[config.mk]
export PLATFORM = sky130hd
export DESIGN_NAME = stv_aes_mixcolumns_iter
export DESIGN_NICKNAME = d
export VERILOG_FILES = /design/src/rtl/stv_aes_pkg.sv /design/src/rtl/stv_aes_mixcolumn.sv /design/src/rtl/stv_aes_mixcolumns_iter.sv
export SDC_FILE = /design/constraint.sdc
export NUM_CORES = 1
export LEC_CHECK = 0
export CORE_AREA = 2 2 156 112
export CTS_BUF_LIST = sky130_fd_sc_hd__clkbuf_4 sky130_fd_sc_hd__clkbuf_8
export DETAILED_ROUTE_END_ITERATION = 6
export DIE_AREA = 0 0 158 114
export DONT_BUFFER_PORTS = 1
export PLACE_DENSITY_LB_ADDON = 0.08
export SYNTH_ARGS = -nofsm -noshare
export SYNTH_HDL_FRONTEND = slang
export SYNTH_HIERARCHICAL = 1
export SYNTH_SLANG_ARGS = --single-unit
[constraint.sdc]
create_clock -name clk -period 11 [get_ports clk]
set_input_delay 0.55 -clock clk [delete_from_list [all_inputs] [get_ports clk]]
set_output_delay 0.55 -clock clk [all_outputs]
set_load 0.05 [all_outputs]
[src/rtl/stv_aes_pkg.sv]
// Shared AES types and GF(2^8) helpers for the round datapath.
// State layout is column-major: byte index 4*c + r holds row r of column c.
package stv_aes_pkg;

  localparam logic [7:0] AES_POLY = 8'h1B;

  typedef logic [15:0][7:0] aes_state_t;
  typedef logic [3:0][7:0]  aes_col_t;

  function automatic logic [7:0] gf_xtime(input logic [7:0] b);
    return {b[6:0], 1'b0} ^ (b[7] ? AES_POLY : 8'h00);
  endfunction

  // Multiply by a small constant (only the low nibble matters for the MixColumns coefficients)
  function automatic logic [7:0] gf_mul(input logic [7:0] b, input logic [3:0] m);
    logic [7:0] acc;
    logic [7:0] p;
    acc = 8'h00;
    p   = b;
    for (int i = 0; i < 4; i++) begin
      if (m[i]) acc = acc ^ p;
      p = gf_xtime(p);
    end
    return acc;
  endfunction

endpackage

[src/rtl/stv_aes_mixcolumn.sv]
// Combinational single-column MixColumns / InvMixColumns.
module stv_aes_mixcolumn
  import stv_aes_pkg::*;
(
  input  logic [3:0][7:0] col_in,
  input  logic            inverse,
  output logic [3:0][7:0] col_out
);

  aes_col_t w_fwd;
  aes_col_t w_inv;

  // Row r uses the base coefficient row rotated right by r
  for (genvar gi = 0; gi < 4; gi++) begin : g_row
    assign w_fwd[gi] = gf_mul(col_in[gi], 4'h2)
                     ^ gf_mul(col_in[(gi + 1) % 4], 4'h3)
                     ^ col_in[(gi + 2) % 4]
                     ^ col_in[(gi + 3) % 4];
    assign w_inv[gi] = gf_mul(col_in[gi], 4'he)
                     ^ gf_mul(col_in[(gi + 1) % 4], 4'hb)
                     ^ gf_mul(col_in[(gi + 2) % 4], 4'hd)
                     ^ gf_mul(col_in[(gi + 3) % 4], 4'h9);
    assign col_out[gi] = inverse ? w_inv[gi] : w_fwd[gi];
  end

endmodule

[src/rtl/stv_aes_mixcolumns_iter.sv]
// Iterative MixColumns stage: COLS_PER_CYCLE columns per clock, valid/ready on both sides.
module stv_aes_mixcolumns_iter
  import stv_aes_pkg::*;
#(
  parameter int COLS_PER_CYCLE = 1
)
(
  input  logic            clk,
  input  logic            rst_n,
  input  logic            in_valid,
  output logic            in_ready,
  input  logic [15:0][7:0] data_in,
  input  logic            inverse,
  output logic            out_valid,
  input  logic            out_ready,
  output logic [15:0][7:0] data_out
);

  if (!(COLS_PER_CYCLE == 1 || COLS_PER_CYCLE == 2 || COLS_PER_CYCLE == 4)) begin : g_bad_cols
    $error("stv_aes_mixcolumns_iter: COLS_PER_CYCLE must be 1, 2 or 4");
  end

  localparam int         NUM_STEPS = 4 / COLS_PER_CYCLE;
  localparam logic [1:0] LAST_STEP = 2'(NUM_STEPS - 1);

  typedef enum logic [1:0] {IDLE, BUSY, DONE} fsm_t;

  fsm_t       r_fsm;
  logic [1:0] r_step;
  aes_state_t r_work;
  logic       r_inverse;

  logic [1:0]      w_base;
  logic [1:0]      w_col_idx [COLS_PER_CYCLE];
  logic [3:0][7:0] w_col_in  [COLS_PER_CYCLE];
  logic [3:0][7:0] w_col_out [COLS_PER_CYCLE];

  assign w_base = 2'(32'(r_step) * COLS_PER_CYCLE);

  for (genvar gi = 0; gi < COLS_PER_CYCLE; gi++) begin : g_col
    assign w_col_idx[gi] = w_base + 2'(gi);
    assign w_col_in[gi]  = {r_work[{w_col_idx[gi], 2'd3}], r_work[{w_col_idx[gi], 2'd2}],
                            r_work[{w_col_idx[gi], 2'd1}], r_work[{w_col_idx[gi], 2'd0}]};

    stv_aes_mixcolumn u_mixcolumn (
      .col_in  (w_col_in[gi]),
      .inverse (r_inverse),
      .col_out (w_col_out[gi])
    );
  end

  // A finished result can be retired and a new state taken on the same edge
  assign in_ready  = (r_fsm == IDLE) || ((r_fsm == DONE) && out_ready);
  assign out_valid = (r_fsm == DONE);
  assign data_out  = r_work;

  always_ff @(posedge clk) begin
    if (!rst_n) begin
      r_fsm     <= IDLE;
      r_step    <= 2'd0;
      r_work    <= '0;
      r_inverse <= 1'b0;
    end else begin
      case (r_fsm)
        IDLE: begin
          if (in_valid) begin
            r_work    <= data_in;
            r_inverse <= inverse;
            r_step    <= 2'd0;
            r_fsm     <= BUSY;
          end
        end
        BUSY: begin
          for (int j = 0; j < COLS_PER_CYCLE; j++) begin
            for (int r = 0; r < 4; r++) begin
              r_work[{w_col_idx[j], 2'(r)}] <= w_col_out[j][r];
            end
          end
          if (r_step == LAST_STEP) begin
            r_step <= 2'd0;
            r_fsm  <= DONE;
          end else begin
            r_step <= r_step + 2'd1;
          end
        end
        DONE: begin
          if (out_ready) begin
            if (in_valid) begin
              r_work    <= data_in;
              r_inverse <= inverse;
              r_step    <= 2'd0;
              r_fsm     <= BUSY;
            end else begin
              r_fsm <= IDLE;
            end
          end
        end
        default: r_fsm <= IDLE;
      endcase
    end
  end

endmodule

# Word-level counts from Yosys, hierarchy flattened
# Cells that the tools add are included.
# W data, S select, Z words.
# word_totals
regBits	133
in_bits	133
output_inout_bits	130
word_cells	161
# classes
add_sub_neg	1
order_cmp	8
eq_ne	6
n_mux	51
bitwise_logic	64
reduce_logical	12
# op_table
operator	n
$bwmux W128	4
$xor A8 B8 Y8	62
$pmux W128 S3	1
$mux W128	2
$mux W8	12
$bmux W8 S2	4
$demux W8 S2	4
$mux W5	12
$lt A4 B5 Y1 const B	4
$ge A4 B1 Y1 const B	4
$xor A8 B5 Y8	2
$mux W2	6
$pmux W2 S3	2
$logic_and A1 B1 Y1	5
$eq A2 B2 Y1 const B	2
$ne A2 B2 Y1 const B	2
$reduce_and A2 Y1	2
$mux W1	3
$reduce_and A3 Y1	1
$reduce_bool A3 Y1	1
$add A2 B1 Y2 const B	1
$eq A2 B1 Y1 const B	1
$logic_not A2 Y1	1
$ne A2 B1 Y1 const B	1
3 further kinds	3

# Longest topological paths before layout
# depth
word_depth	18
ltp_mapped	14

# Cells and area by module
# Netlist, hierarchy kept.
# by_module_without_submodules
module	n_inst	cells_each	area_each_um2	seq_area_each_um2
stv_aes_mixcolumns_iter	1	807	6887.9	2662.6
stv_aes_mixcolumn	1	302	2831.5	0.0

# Worst setup path before layout
# OpenSTA, ideal clock, no wires.
# synth_path
path_type	register to register
start	register r_step[0]
end	register r_work, in the netlist data_out[116]
setup_time_ns	0.133
arrival_time_ns	3.530
t_required_ns	10.867
setup_slack_ns	7.338
path_stages_with_launch	14
cell_sequence	dfxtp_1 > buf_2 > buf_2 > mux4_2 > buf_6 > xor2_4 > xor3_2 > xor3_2 > xnor3_1 > nand2_1 > o21ai_1 > and3_1 > a21oi_1 > a21oi_1
# synth_lines
element	line_no	rtl
from (decl)	stv_aes_mixcolumns_iter.sv:29	logic [1:0] r_step;
from (signal assigned)	stv_aes_mixcolumns_iter.sv:83	r_step <= r_step + 2'd1;
to (signal assigned)	stv_aes_mixcolumns_iter.sv:67	r_work <= data_in;
to (signal, indexed assignment)	stv_aes_mixcolumns_iter.sv:76	r_work[{w_col_idx[j], 2'(r)}] <= w_col_out[j][r];
to (signal assigned)	stv_aes_mixcolumns_iter.sv:89	r_work <= data_in;
to (decl)	stv_aes_mixcolumns_iter.sv:30	aes_state_t r_work;

==> impl_summary.md <==
Run
The number of violations of the max-capacitance limit is 0.

GRT
The initial antenna violation count is 3. The total overflow left after global routing is 0. The total routing resource utilization after global routing is 37.9%. Entering global routing, the biggest net connects 134 pins. The global-route wire length before repair is 50300 µm. The via count of the first global-routing pass is 7657.

Finish
The total number of nets in the final design is 1164. The leading cell type in the layout, fill and taps excluded is sky130_fd_sc_hd__a21oi_1. In the layout the commonest cells are sky130_fd_sc_hd__a21oi_1, sky130_fd_sc_hd__xnor2_1, sky130_fd_sc_hd__dfxtp_1. The post-route netlist has 10.0% of its cells at a drive strength greater than 1. Summing all multi-input logic gate instances after layout gives 6480 µm².

The signed area change from the synthesized netlist to the final layout is 2.32%. Fill cells in the final layout number 1508. The final standard cell utilization of the core is 59.5%.

Across the whole layout, storage elements account for 2670 µm².

Power and ir drop
Sequential cells burn 26.1% of the power. The switching part of the total power is 50.0%. The switching power summed over all nets is 1610 µW. In this run the power density over the cells is 323 nW/µm². The internal power is 1610 µW. The design draws 3220 µW. For this design the static power due to leakage is 0.00394 µW.

The share of total power dissipated in the clock network is 13.6%. The share of total power dissipated in combinational logic is 60.3%. The worst supply voltage drop on vdd is 0.000176 V.

Clock network
Post-CTS repair changed the size of 0 cells. The tree built by TritonCTS fans out to 133 sinks. After clock tree synthesis, the clock-pin slew on the worst setup and hold paths is 90 ps. The maximum level of the CTS H-tree is 4.

The clock insertion delay at the later pin of the skew report is 470 ps. The tree is rooted in a sky130_fd_sc_hd__clkbuf_8. TritonCTS built the clock tree. The number of clock buffers added by TritonCTS is 17. Post-CTS timing repair inserted 0 buffers for setup.

The quantity of hold-fixing buffers added after cts is 0. The number of buffers on the longest clock path is 2.

Timing
The worst-case headroom to the max-slew limit is 25.7%. Adding up every negative setup slack in the final design gives 0 ps. The highest achievable clock rate is 225 MHz. The final worst-path cycle share is 40.3%. The routed design could run at a clock period as short as 4440 ps. Setup repair after global routing left no endpoint under its margin. The transition time of the tightest slew-check pin is 1110 ps. Between clock sinks in the finished design, the worst skew comes to 15.9 ps. Setup violations remaining at the end of the flow were counted as 0. The final count of hold timing violations is 0. The count of final max-slew check failures was 0.

Logic synthesis
In this run the cell area of the synthesized design comes to 9720 µm². Synthesis produced 1109 cells. The prevailing post-synth register cell is sky130_fd_sc_hd__dfxtp_1. The synthesized design contains 133 register bits. For this run, the register share of the synthesized area comes to 27.4%.

In this run, distinct cell masters in the synthesized netlist total 36. Yosys mapped a number of flops with a built-in enable equal to 0. The number of nets in the synthesized netlist is 1247. Each instance of the synthesized netlist takes up on average 8.76 µm². The share of the synthesized area in the top cell type is 27.4%. By area the synthesized netlist is led by sky130_fd_sc_hd__dfxtp_1, sky130_fd_sc_hd__xnor2_1, sky130_fd_sc_hd__a21oi_1. The post-synthesis cell type with the largest combined area is sky130_fd_sc_hd__dfxtp_1.

After synthesis, the share of flip-flops with an asynchronous set or reset is 0%. The number of warnings reported in the yosys synthesis log is 6.

Critical path
The launching element type of the critical path is a flip-flop. The data required time of the worst path is 11390 ps. The endpoint class of the critical path is a flip-flop. The critical path is of the reg -> reg type.

The critical path crosses 11 cells after its start point. The combined buffer and inverter count along the critical path is 1. The dominant cell type by count on the critical path is sky130_fd_sc_hd__a21oi_1. The arrival time of data at the critical path endpoint is 4830 ps.

Among all stages on the critical path, the largest delay is contributed by sky130_fd_sc_hd__mux4_2. The top fanout value on the critical path is 31. Walking the worst path, the cells encountered are buf_4 -> mux4_2 -> xor2_4 -> xnor2_2 -> xnor3_2 -> xnor3_1 -> a21oi_2 -> xor2_1 -> and3_1 -> a21oi_1 -> a21oi_1. The worst reg2reg path depth is 11.

Among cell families on the critical path, the largest total delay comes from XOR/XNOR gates. The maximum cell stage delay along the critical path is 780 ps.

Placement
The half-perimeter wire length after placement is 23500 µm. The count of port buffers added during placement is 0. Routability-driven placement finished with a final weighted congestion of 1.02.

Route
After detailed routing, the total wire length is 34300 µm. In the routed layout, each cell is associated on average with a via count of 6.54. The total number of vias is 8313. The count of TritonRoute iterations in the first routing pass is 5. The number of design rule violations left after detail routing is 0. Wire segments on met2 add up to 14600 µm in the final route.

The number of DRC markers in iteration 0 is 1018. After detailed routing, the wire length on met1 is 14100 µm. The topmost layer with routed signal wires is met5. In this run the remaining antenna-violating nets after routing total 0. The routed wirelength normalized by instance count is 27.0 µm. The met3 layer wire length in the routed design is 4640 µm.

Die
In this run the count of I/O pins placed on the die edge is 263. The area of the die is 18000 µm². The overall die width is 158 µm.

The chip height is 114 µm. The core region is 16700 µm². The cell row count is 40. The initial core utilization is 58.1%.

Run status
The flow ran to the end, and the final reports show no timing, DRC or antenna violations.

Hold path
The type of the worst min-delay path is in -> reg. The number of instances on the worst hold path is 2.
## state kept, by name (all words and copies together) (netlist names)
signal     count
r_fsm          2
data_out     128
r_step         2
r_inverse      1
## power groups by stage
stage                     logic [µW]  registers (µW)  clock network [µW]
after floorplan                 1490             807                   0
after global placement          1880             848                   0
after detailed placement        1880             847                   0
after CTS                       1890             836                 440
after global routing            2050             844                 463
final                           1940             838                 439
## worst register-to-register path, cell delays in order (launching register included)
cell and delay, ps:
sky130_fd_sc_hd__dfxtp_2 500, sky130_fd_sc_hd__buf_4 580, sky130_fd_sc_hd__mux4_2 790, sky130_fd_sc_hd__xor2_4 260, sky130_fd_sc_hd__xnor2_2 290, sky130_fd_sc_hd__xnor3_2 520
sky130_fd_sc_hd__xnor3_1 390, sky130_fd_sc_hd__a21oi_2 150, sky130_fd_sc_hd__xor2_1 420, sky130_fd_sc_hd__and3_1 230, sky130_fd_sc_hd__a21oi_1 40, sky130_fd_sc_hd__a21oi_1 190
## synthesized netlist by cell type, drive strengths merged (9+ instances only)
cell / count
and3: 128
a21oi: 264
mux2i: 15
clkbuf: 56
nor2: 9
nand2: 13
buf: 58
dfxtp: 133
o21ai: 137
xor2: 56
xnor3: 14
xnor2: 166
mux4: 32
## metal layers
metal | vias up | global-route usage, %
met1 | 3947 | 52.1
met2 | 540 | 53.4
met5 | - | 0
met3 | 58 | 15.1
met4 | 2 | 14.4
li1 | 3766 | -
## worst paths after layout
check         startpoint      endpoint  slack [ps]
max            r_step[0]  data_out[51]        6560
min reg2reg  data_out[0]   data_out[0]         780
max reg2reg    r_step[0]  data_out[51]        6560
min                rst_n  data_out[32]         210
## metrics by stage
step	instances	hold WS, ps	worst slack, ps	instance area, µm²
global placement	1238	699	6690	9540
global route	1271	198	6310	9940
floorplan	1109	468	7340	9720
detailed placement	1238	703	6570	9540
CTS	1269	205	6560	9940
finish	1271	214	6560	9940
## final cells by class
type,count,area share (%)
Multi-Input combinational cell,859,65.2
Sequential cell,133,26.8
Tap cell,231,2.91
Clock buffer,19,2.57
Clock inverter,12,1.48
Timing Repair Buffer,12,0.906
Inverter,3,0.113
Antenna cell,2,0.0503
## logic make-up (layout without fill, tap and decap cells)
family	Yosys count	in the layout	synth area share, %
compound gates	406	406	21.5
xor+xnor	239	239	25.4
fa+ha+maj	5	5	0.644
buf+inv	117	46	6.00
flops	133	133	27.4
mux	47	47	8.96
other cells	0	2	0
simple gates	162	162	10.0
(Power assumes the default switching activity.)
